<file path="config.mk">
export PLATFORM = sky130hd
export DESIGN_NAME = mips_sc_ctrl
export DESIGN_NICKNAME = d
export VERILOG_FILES = /design/src/rtl/mips_sc_pkg.sv /design/src/rtl/mips_sc_decoder.sv /design/src/rtl/mips_sc_ctrl.sv
export SDC_FILE = /design/constraint.sdc
export NUM_CORES = 1
export LEC_CHECK = 0
export ABC_CLOCK_PERIOD_IN_PS = 1800
export CAP_MARGIN = 20
export CORE_MARGIN = 4
export CORE_UTILIZATION = 36
export CTS_BUF_LIST = sky130_fd_sc_hd__clkbuf_8
export CTS_CLUSTER_SIZE = 20
export DETAILED_ROUTE_END_ITERATION = 8
export GPL_TIMING_DRIVEN = 0
export PLACE_DENSITY = 0.83
export SYNTH_ARGS = -nofsm -noshare
export SYNTH_HDL_FRONTEND = slang
export SYNTH_SLANG_ARGS = --single-unit
</file>
<file path="constraint.sdc">
create_clock -name clk -period 1.8 [get_ports clk]
set_clock_uncertainty 0.2 [all_clocks]
set_input_delay 0.18 -clock clk [delete_from_list [all_inputs] [get_ports clk]]
set_output_delay 0.18 -clock clk [all_outputs]
set_load 0.05 [all_outputs]
</file>
<file path="src/rtl/mips_sc_pkg.sv">
// Shared encodings for the 16-bit MIPS single-cycle controller:
// opcodes, ALU ops, PC-source selects, window modes and the RUN/HALT state.
package mips_sc_pkg;

    // Opcodes (inst[15:12])
    localparam logic [3:0] OPC_LW   = 4'b0000;
    localparam logic [3:0] OPC_SW   = 4'b0001;
    localparam logic [3:0] OPC_J    = 4'b0010;
    localparam logic [3:0] OPC_BZ   = 4'b0100;
    localparam logic [3:0] OPC_ALUR = 4'b1000;
    localparam logic [3:0] OPC_LI   = 4'b1100;
    localparam logic [3:0] OPC_WND  = 4'b1110;
    localparam logic [3:0] OPC_HALT = 4'b1111;

    // ALU operations
    localparam logic [2:0] ALU_ADD  = 3'b000;
    localparam logic [2:0] ALU_SUB  = 3'b001;
    localparam logic [2:0] ALU_AND  = 3'b010;
    localparam logic [2:0] ALU_OR   = 3'b011;
    localparam logic [2:0] ALU_NOTA = 3'b100;

    // PC source selects
    localparam logic [1:0] PC_JMP = 2'd0;
    localparam logic [1:0] PC_BR  = 2'd1;
    localparam logic [1:0] PC_INC = 2'd2;

    // Register-window modes (inst[11:10] of a WND instruction)
    localparam logic [1:0] WND_SET = 2'b00;
    localparam logic [1:0] WND_INC = 2'b01;
    localparam logic [1:0] WND_DEC = 2'b10;
    localparam logic [1:0] WND_BAD = 2'b11;

    typedef enum logic {
        ST_RUN  = 1'b0,
        ST_HALT = 1'b1
    } ctrl_state_e;

    // Next window value for a legal WND mode; 3-bit arithmetic gives the wrap.
    function automatic logic [2:0] wnd_next(input logic [2:0] cur,
                                            input logic [1:0] mode,
                                            input logic [2:0] imm);
        logic [2:0] nxt;
        nxt = cur;
        case (mode)
            WND_SET: nxt = imm;
            WND_INC: nxt = cur + 3'd1;
            WND_DEC: nxt = cur - 3'd1;
            default: nxt = cur;
        endcase
        return nxt;
    endfunction

endpackage

</file>
<file path="src/rtl/mips_sc_decoder.sv">
// Purely combinational instruction decoder: maps the instruction word and
// the ALU zero flag to raw datapath controls plus halt/window/illegal flags.
// Illegal encodings leave every control at its NOP default.
module mips_sc_decoder
    import mips_sc_pkg::*;
(
    input  logic [15:0] inst_i,
    input  logic        zero_i,
    output logic [1:0]  pc_src_o,
    output logic        rf_write_o,
    output logic        alu_src_o,
    output logic        alu_sel_o,
    output logic        mem_write_o,
    output logic        mem_read_o,
    output logic        memtoreg_o,
    output logic [2:0]  op_o,
    output logic        is_halt_o,
    output logic        is_wnd_o,
    output logic        is_ill_o
);

    logic [3:0] opc;
    logic [1:0] mode;
    logic [2:0] func;
    logic       unused_bits;

    assign opc  = inst_i[15:12];
    assign mode = inst_i[11:10];
    assign func = inst_i[2:0];
    // Address/immediate bits feed the datapath directly, not the decoder.
    assign unused_bits = ^inst_i[9:3];

    // Opcode decode with NOP defaults assigned first.
    always_comb begin
        pc_src_o    = PC_INC;
        rf_write_o  = 1'b0;
        alu_src_o   = 1'b0;
        alu_sel_o   = 1'b0;
        mem_write_o = 1'b0;
        mem_read_o  = 1'b0;
        memtoreg_o  = 1'b1;
        op_o        = ALU_ADD;
        is_halt_o   = 1'b0;
        is_wnd_o    = 1'b0;
        is_ill_o    = 1'b0;
        case (opc)
            OPC_LW: begin
                rf_write_o = 1'b1;
                mem_read_o = 1'b1;
                memtoreg_o = 1'b0;
            end
            OPC_SW: begin
                alu_sel_o   = 1'b1;
                mem_write_o = 1'b1;
            end
            OPC_J: pc_src_o = PC_JMP;
            OPC_BZ: begin
                alu_sel_o = 1'b1;
                alu_src_o = 1'b1;
                op_o      = ALU_SUB;
                pc_src_o  = zero_i ? PC_BR : PC_INC;
            end
            OPC_ALUR: begin
                if (func > ALU_NOTA) begin
                    is_ill_o = 1'b1;
                end else begin
                    alu_sel_o  = 1'b1;
                    rf_write_o = 1'b1;
                    op_o       = func;
                end
            end
            OPC_LI: begin
                alu_src_o  = 1'b1;
                rf_write_o = 1'b1;
            end
            OPC_WND: begin
                if (mode == WND_BAD) is_ill_o = 1'b1;
                else                 is_wnd_o = 1'b1;
            end
            OPC_HALT: begin
                pc_src_o  = PC_JMP;
                is_halt_o = 1'b1;
            end
            default: is_ill_o = 1'b1;
        endcase
    end

endmodule

</file>
<file path="src/rtl/mips_sc_ctrl.sv">
// Single-cycle controller top: RUN/HALT FSM, register-window pointer,
// sticky illegal-instruction flag, optional retired-instruction counter,
// and the reset/HALT gating of the decoder's raw controls.
// Optional feature macro: MIPS_CTRL_RETIRE_CNT_EN (retire counter).
module mips_sc_ctrl
    import mips_sc_pkg::*;
(
    input  logic        clk,
    input  logic        rst,
    input  logic [15:0] inst,
    input  logic        zero,
    output logic [1:0]  sig_pc_src,
    output logic        sig_rf_write,
    output logic        sig_alu_src,
    output logic        sig_alu_sel,
    output logic        sig_mem_write,
    output logic        sig_mem_read,
    output logic        sig_memtoreg,
    output logic [2:0]  sig_rf_wnd,
    output logic [2:0]  sig_op,
    output logic        halted,
    output logic        ill_err,
    output logic [15:0] retire_cnt
);

    logic [1:0]  dec_pc_src;
    logic        dec_rf_write;
    logic        dec_mem_write;
    logic        dec_mem_read;
    logic        is_halt;
    logic        is_wnd;
    logic        is_ill;

    ctrl_state_e state_q, state_d;
    logic [2:0]  wnd_q, wnd_d;
    logic        ill_q, ill_d;
    logic        running;

    mips_sc_decoder u_dec (
        .inst_i      (inst),
        .zero_i      (zero),
        .pc_src_o    (dec_pc_src),
        .rf_write_o  (dec_rf_write),
        .alu_src_o   (sig_alu_src),
        .alu_sel_o   (sig_alu_sel),
        .mem_write_o (dec_mem_write),
        .mem_read_o  (dec_mem_read),
        .memtoreg_o  (sig_memtoreg),
        .op_o        (sig_op),
        .is_halt_o   (is_halt),
        .is_wnd_o    (is_wnd),
        .is_ill_o    (is_ill)
    );

    assign running = (state_q == ST_RUN);

    // Next state, window and error flag; all side effects only while running.
    always_comb begin
        state_d = state_q;
        wnd_d   = wnd_q;
        ill_d   = ill_q;
        if (running) begin
            if (is_halt) state_d = ST_HALT;
            if (is_wnd)  wnd_d   = wnd_next(wnd_q, inst[11:10], inst[2:0]);
            if (is_ill)  ill_d   = 1'b1;
        end
    end

    // Architectural state registers; reset discards any pending effects.
    always_ff @(posedge clk) begin
        if (rst) begin
            state_q <= ST_RUN;
            wnd_q   <= 3'd0;
            ill_q   <= 1'b0;
        end else begin
            state_q <= state_d;
            wnd_q   <= wnd_d;
            ill_q   <= ill_d;
        end
    end

    // Output gating: reset forces a safe PC+1 NOP, HALT parks the PC.
    always_comb begin
        sig_pc_src    = dec_pc_src;
        sig_rf_write  = dec_rf_write;
        sig_mem_write = dec_mem_write;
        sig_mem_read  = dec_mem_read;
        if (rst) begin
            sig_pc_src    = PC_INC;
            sig_rf_write  = 1'b0;
            sig_mem_write = 1'b0;
            sig_mem_read  = 1'b0;
        end else if (!running) begin
            sig_pc_src    = PC_JMP;
            sig_rf_write  = 1'b0;
            sig_mem_write = 1'b0;
            sig_mem_read  = 1'b0;
        end
    end

    assign sig_rf_wnd = wnd_q;
    assign halted     = (state_q == ST_HALT);
    assign ill_err    = ill_q;

`ifdef MIPS_CTRL_RETIRE_CNT_EN
    logic [15:0] cnt_q, cnt_d;

    // Saturating count of cycles spent in RUN.
    always_comb begin
        cnt_d = cnt_q;
        if (running && cnt_q != 16'hFFFF) cnt_d = cnt_q + 16'd1;
    end

    // Retire counter register.
    always_ff @(posedge clk) begin
        if (rst) cnt_q <= 16'd0;
        else     cnt_q <= cnt_d;
    end

    assign retire_cnt = cnt_q;
`else
    assign retire_cnt = 16'h0000;
`endif

endmodule

</file>
**Yosys cells after proc, flatten, opt, wreduce, memory -nomap -nowiden**

Cells that the tools add are included.

- Bits in read-only memories: 0
- Output and inout port bits: 32
- Word-level logic and storage cells: 55
- Bits in registers: 5
- Bits in writable memories: 0
- Latch bits: 0
- Memories: 0

- $add $sub $neg: 2
- Multiply operators: 0
- Reductions and logical operators: 10
- Shift operators: 0
- Divide/modulo/power cells: 0
- Equality and inequality tests: 10
- Bitwise logic cells: 1
- $lt $le $gt $ge: 1
- Muxes and demuxes: 28

Operator list:

| kind | count |
|---|---|
| two-way mux 1 bit | 18 |
| == test 4 bit (second input constant) | 4 |
| case mux 3 bit (3 select lines) | 1 |
| OR reduction 2 bit | 4 |
| two-way mux 2 bit | 3 |
| case mux 3 bit (2 select lines) | 1 |
| OR reduction 6 bit | 1 |
| == test 2 bit (second input constant) | 2 |
| == test 4 x 1 -> 1 bit (second input constant) | 1 |
| == test 4 x 2 -> 1 bit (second input constant) | 1 |
| == test 4 x 3 -> 1 bit (second input constant) | 1 |
| zero test 4 bit | 1 |
| case mux 1 bit (2 select lines) | 2 |
| case mux 2 bit (2 select lines) | 1 |
| adder 3 x 1 -> 3 bit (second input constant) | 1 |
| greater-than comparator 3 bit (second input constant) | 1 |
| two-way mux 3 bit | 1 |
| case mux 1 bit (3 select lines) | 1 |
| AND reduction 3 bit | 1 |
| nonzero test 3 bit | 1 |
| subtractor 3 x 1 -> 3 bit (second input constant) | 1 |
| == test 2 x 1 -> 1 bit (second input constant) | 1 |
| zero test 2 bit | 1 |
| AND reduction 2 bit | 1 |
| inverter 1 bit | 1 |

**Logic depth before layout (Yosys ltp)**

Gate-level depths: netlist of run 1.

- Word-level depth: 5
- Mapped depth: 7
- Depth with buffers taken out: 7

**Cells and area by module**

From an unflattened synthesis of run 1, not the netlist that was laid out.

- Cell total of the unflattened synthesis: 87
- Area, all modules: 668.1 sq um

Modules (own cells, without submodules):

| module | area an instance (sq um) | instances | seq. area each (sq um) | cells an instance |
|---|---|---|---|---|
| mips_sc_ctrl | 444.2 | 1 | 100.1 | 52 |
| mips_sc_decoder | 224.0 | 1 | 0.0 | 35 |

**Worst setup path before layout of run 1**

OpenSTA, ideal clock, no wires.

- Path kind: reg2out
- From: reg state_q, in the netlist halted
- To: out sig_rf_write
- Arrival time: 2.038 ns
- Path slack: -0.618 ns
- Cell stages (with the launch flop): 4
- Path through: dfxtp_1 nor2_1 nand2_1 a211oi_1

- Longest elaborated chain between the ends: 2

Ends and longest elaborated chain:

| what | RTL line | text |
|---|---|---|
| start, declared | mips_sc_ctrl.sv:34 | `ctrl_state_e state_q, state_d;` |
| start signal, assigned | mips_sc_ctrl.sv:76 | `state_q <= state_d;` |
| two-way mux 1 bit | mips_sc_ctrl.sv:93 | `end else if (!running) begin` |
| two-way mux 1 bit | mips_sc_ctrl.sv:88 | `if (rst) begin` |
| end, declared | mips_sc_ctrl.sv:13 | `output logic sig_rf_write,` |

No other way between the ends.

**Worst setup path in the final report of run 1**

- From: reg wnd_q[0], in the netlist sig_rf_wnd[0]
- To: out sig_rf_wnd[0]

RTL lines:

| what | RTL line | text |
|---|---|---|
| start, declared | mips_sc_ctrl.sv:35 | `logic [2:0] wnd_q, wnd_d;` |
| start signal, assigned | mips_sc_ctrl.sv:77 | `wnd_q <= wnd_d;` |
| end, declared | mips_sc_ctrl.sv:19 | `output logic [2:0] sig_rf_wnd,` |

No word-level cell between the ends.

==> results.cfg, run 1 <==
[outcome]
status = complete, no violations

[synth]
synth.area.top_cells = buf_4 20%, dfxtp_1 14%, ha_1 5.2%
yosys-top-cells-count = 19 x buf_4, 8 x nor2_1, 7 x inv_1, 7 x nand2_1, 5 x dfxtp_1
syn_area_per_cell_um2 = 7.61
seq_area_frac_synth_pct = 13.8
async_flop_share_pct = 0
synth_most_common_cell = buf_4
synthFlopType = dfxtp_1
synth_area_leader_cell = buf_4
synth_top_area_share_pct = 19.7
yosys_register_bits = 5
synth_cells = 95
syn_area_um2 = 723
synth_edf_count = 0
synth_cell_type_count = 39
ys_warn_count = 0

[grt]
grt-busiest-layer = met2
grt_pass1_wl_mm = 3.31
grt_use_met1_pct = 16.6
grt_start_max_net_pins = 11
grtUsageTotal_pct = 16.1
gr-total-overflow = 0
grt_pass1_vias = 787
grt_util_met2_pct = 28.9
antenna_found_initial = 0
use_met3_pct = 2.56

[placed_design]
place_inst = 161
hpwl_mm = 1.54
postPlaceCellArea_um2 = 1110
gp_congestion = 0.764
io_buffers = 26

[layout]
regArea_um2 = 103
n_antenna_cell = 0
multiInputGateArea_um2 = 591
final_nets = 171
post-route-cell-area_um2 = 1280
area_delta_synth_final_pct = 77.3
stdcell_count = 172
fillers = 158
layout-drive-gt1-share_pct = 42.9

[sta]
setup_viol = 0
timing.fmax_mhz = 574
drv_slew = 0
slew_headroom_pct = 66.4
rsz0062_at_grt = no
worstMarginPinSlew_ps = 503
finalHoldWorstSlack_ps = 174
period_share_pct = 96.8
period_minus_slack_ps = 1740
finalHoldViolations = 0

[worst_setup_path]
path_cells = clkdlybuf4s50_1
r2r_setup_slack_ps = 210
r2r_end = sig_rf_wnd[1]$_SDFFE_PP0P_
critPathRequiredTime_ps = 1420
crit_buf_inv = 1
slowest_stage = clkdlybuf4s50_1
r2r.worst_path.cells = 5
path_class = flop to primary output
end_kind = primary output
r2r-start = sig_rf_wnd[0]$_SDFFE_PP0P_
critPathTopFamily = buffers and inverters
critPathMaxStageDelay_ps = 800
cp_data_arrival_time_ps = 1360
start_kind = flop
critPathMaxFanout = 4

[power]
power_mw = 0.651
power_density_nw_per_um2 = 508
p_leak_nw = 0.646
clock_power_share_pct = 30.7
switchingPower_mw = 0.268
p_seq_share_pct = 18.6
swShare_pct = 41.2
pwr-share-comb_pct = 50.6
p_int_mw = 0.383
ir_worst_vdd_mv = 0.302

[die]
chipWidth_um = 52.8
die_area_um2 = 2790
core_area_um2 = 1820
chipHeight_um = 52.8
start_util_pct = 39.7
pin_count = 51
fp-row-count = 15

[drt]
drt_first_pass_iters = 4
wl_per_cell_um = 13.3
drc = 0
drt_first_iter_violations = 15
post_drt_via_cell_ratio = 4.90
vias = 842
wl_mm = 2.28
ant_nets = 0

[clock_tree]
cts_max_level = 1
root_buffer = clkbuf_8
cts_tree = done
numCtsBuffers = 3
clk_latency_ps = 220
clock-sinks = 5
clkTransAtPathRegs_ps = 30
cts.path.max_buffers = 2

[min_path]
whs_endpoint = halted$_SDFF_PP0_
hold_start = rst
hold_depth = 2
hold_class = primary input to flop

[flow_run]
cap_violations = 0
[per-layer routing]
layer | up-vias | share of wire (%) | wire (um)
met4 | 0 | 3.7 | 85
met5 | - | 0 | 0
li1 | 402 | - | -
met3 | 9 | 7.0 | 160
met1 | 384 | 36 | 833
met2 | 47 | 53 | 1200
[placed cells by master (no fill, tap or decap), types with 5 or more instances in the layout]
| cell | netlist | layout |
|---|---|---|
| buf_4 | 19 | 25 |
| nor2_1 | 8 | 5 |
| inv_1 | 7 | 8 |
| conb_1 | 1 | 16 |
| dlygate4sd2_1 | 0 | 7 |
| buf_6 | 1 | 11 |
| nand2_1 | 7 | 6 |
[per-stage QoR]
step                      setup TNS [ps]  util, %  worst slack, ps
after global placement             -8340     61.2             -917
after detailed placement           -8800     61.2             -935
after floorplan                     -332        -             -193
after CTS                              0     68.1             11.2
final                                  0     70.4             57.4
after global routing                   0     70.4             11.1
[flip-flops by register name (all words and copies together), names as in the netlist]
name        count
halted          1
sig_rf_wnd      3
ill_err         1
[cells by family after synthesis]
kind of cell               after synthesis  synth area share [%]
and+or+nand+nor                         35                  28.0
buffers and inverters                   29                  26.1
AOI/OAI and AO/OA                       20                  20.4
DFF                                      5                  13.8
adders and majority gates                4                  7.96
xor gates and xnor gates                 1                  3.11
other                                    1                 0.519
[power groups by stage]
stage / registers (mW) / logic (mW) / clock network, mW
6_report: 0.121 / 0.330 / 0.200
2_1_floorplan: 0.142 / 0.208 / 0
4_1_cts: 0.121 / 0.312 / 0.207
3_5_place_dp: 0.123 / 0.295 / 0
5_1_grt: 0.122 / 0.345 / 0.221
3_3_place_gp: 0.123 / 0.292 / 0
[worst max path at each step]
stage	start	to	depth (start not counted)
2_1_floorplan	halted$_SDFF_PP0_	sig_rf_write	3
3_3_place_gp	inst[12]	sig_op[2]	5
3_5_place_dp	inst[12]	sig_op[2]	5
4_1_cts	inst[2]	sig_alu_sel	5
5_1_grt	inst[13]	sig_pc_src[1]	6
6_report	sig_rf_wnd[0]$_SDFFE_PP0P_	sig_rf_wnd[0]	1
[timing repair]
item / CTS / global route
resized for setup: 87 / 11
hold buffers: 0 / 0
buffers inserted: 5 / 2
hold endpoints to repair: 0 / 0
setup endpoints to repair: 14 / 5
pin swaps: 6 / 3
[area by class of cell]
cell class | count | share of cell area (%)
sequential | 5 | 8.00
multi-input combinational | 76 | 46.0
tap | 25 | 2.44
buffer | 22 | 14.0
clock inverter | 1 | 0.293
inverter | 7 | 2.05
clock buffer | 3 | 3.22
timing repair buffer | 33 | 23.9
Power figures use the tool's default switching activity.
==> run 2, diff against run 1 <==
- PLACE_DENSITY: 0.83 -> 0.89
- TNS_END_PERCENT: unset -> 20
==> run 2 against run 1 <==
  * Via count decreased by 6.9%
  * Clock power barely moved
  * Non-clock buffer count is 3 lower
  * Critical path type is now primary input to primary output
  * Sequential power is essentially flat
  * Wire length fell by 11%
  * Worst hold slack improved by 12 ps
  * Power shrank 2.7%
==> results.cfg, run 2 (synthesized netlist as in run 1, its figures left out) <==
[grt]
gr-total-overflow = 0
grt_start_max_net_pins = 11
grt_pass1_wl_mm = 3.38
grt_pass1_vias = 795
antenna_found_initial = 0
grtUsageTotal_pct = 16.2

[drt]
wl_met1_um = 844
wl_met2_um = 997
wl_per_cell_um = 12.0
dr.max_layer_used = met4
drt_first_pass_iters = 4
drt_first_iter_violations = 25
vias = 784
post_drt_via_cell_ratio = 4.64
drc = 0
wl_met3_um = 130
wl_mm = 2.02
ant_nets = 0

[worst_setup_path]
critPathRequiredTime_ps = 1420
critPathMaxStageDelay_ps = 310
start_kind = primary input
path_class = primary input to primary output
path_cells = dlygate4sd2_1, buf_6, nor4b_4, nor4b_4, buf_6
slowest_stage = nor4b_4
critPathMaxFanout = 6
cp_data_arrival_time_ps = 1360
end_kind = primary output

[sta]
finalSetupTns_ps = 0
finalHoldWorstSlack_ps = 186
timing.fmax_mhz = 574
worstMarginPinSlew_ps = 500
rsz0062_at_grt = yes
slew_headroom_pct = 66.6
period_share_pct = 96.7
drv_slew = 0
finalHoldViolations = 0
setup_viol = 0
period_minus_slack_ps = 1740

[layout]
mostFrequentLayoutCells = 22 x buf_4, 16 x conb_1, 9 x dlygate4sd2_1, 8 x buf_6, 8 x inv_1
area_delta_synth_final_pct = 69.6
n_antenna_cell = 0
mostFrequentLayoutCell = buf_4
fin_util_pct = 67.4
fillers = 160
post-route-cell-area_um2 = 1230
layout-drive-gt1-share_pct = 39.6
multiInputGateArea_um2 = 578
final_nets = 168
largest_reg_flops = 3
regArea_um2 = 100

[die]
core_area_um2 = 1820
pin_count = 51
chipHeight_um = 52.8
start_util_pct = 39.7
fp-row-count = 15
die_area_um2 = 2790
chipWidth_um = 52.8

[clock_tree]
cts_tree = done
clock-sinks = 5
numCtsBuffers = 3
clk_latency_ps = 220
cts.path.max_buffers = 2
cts_max_level = 1
clkTransAtPathRegs_ps = 40
root_buffer = clkbuf_8
cts-hold-fix-buffers = 0

[power]
power_mw = 0.634
ir_worst_vdd_mv = 0.283
power_density_nw_per_um2 = 517
p_leak_nw = 0.612

[outcome]
status = complete, no violations

[flow_run]
cap_violations = 0

[min_path]
hold_class = primary input to flop

[placed_design]
gp_congestion = 0.786
hpwl_mm = 1.53
io_buffers = 26
postPlaceCellArea_um2 = 1090
-- run 2: per-stage QoR --
step           setup slack (ps)  std cells
2_1_floorplan              -202        110
3_3_place_gp               -871        161
3_5_place_dp               -954        161
4_1_cts                    18.9        169
5_1_grt                   -13.6        169
6_report                   59.3        169
-- run 2: critical path: cells and delay by family --
family	cells	cell delay (ps)
buffers and inverters	3	590
and+or+nand+nor	2	590
-- run 2: path summary, 6_finish.rpt --
kind                                    from                    endpoint  slack (ps)  depth (start not counted)
setup / recovery                    inst[12]                   sig_op[2]          60                          5
hold / removal                           rst           halted$_SDFF_PP0_         190                          2
setup reg to reg  sig_rf_wnd[0]$_SDFFE_PP0P_  sig_rf_wnd[2]$_SDFFE_PP0P_         180                          5
hold reg to reg   sig_rf_wnd[0]$_SDFFE_PP0P_  sig_rf_wnd[0]$_SDFFE_PP0P_         300                          1
-- run 2: report_power, final --
group | internal (mW) | total [mW] | switching, mW | leakage, nW
Combinational | 0.112 | 0.315 | 0.202 | 0.545
Clock | 0.146 | 0.198 | 0.0519 | 0.0269
Sequential | 0.117 | 0.121 | 0.00399 | 0.0408
-- run 2: routing by layer --
metal	vias up	global-route usage [%]
met3	6	2.56
met1	347	19.7
li1	399	-
met4	0	8.94
met2	32	26.7
met5	-	0
-- run 2: final cells by class --
type | instances | area share [%]
multi-input cells | 76 | 47.1
repair buffers | 30 | 21.9
plain buffers | 22 | 14.4
flip-flops and latches | 5 | 8.16
clock buffers | 3 | 3.37
well taps | 25 | 2.55
inverters | 7 | 2.14
clock inverters | 1 | 0.306
-- run 2: repair_timing --
item                       in CTS  in global routing
gates cloned                    0                  0
setup buffers                   4                  0
pin swaps                       2                  0
setup endpoints to repair      14                  6
gates resized for setup        84                  8
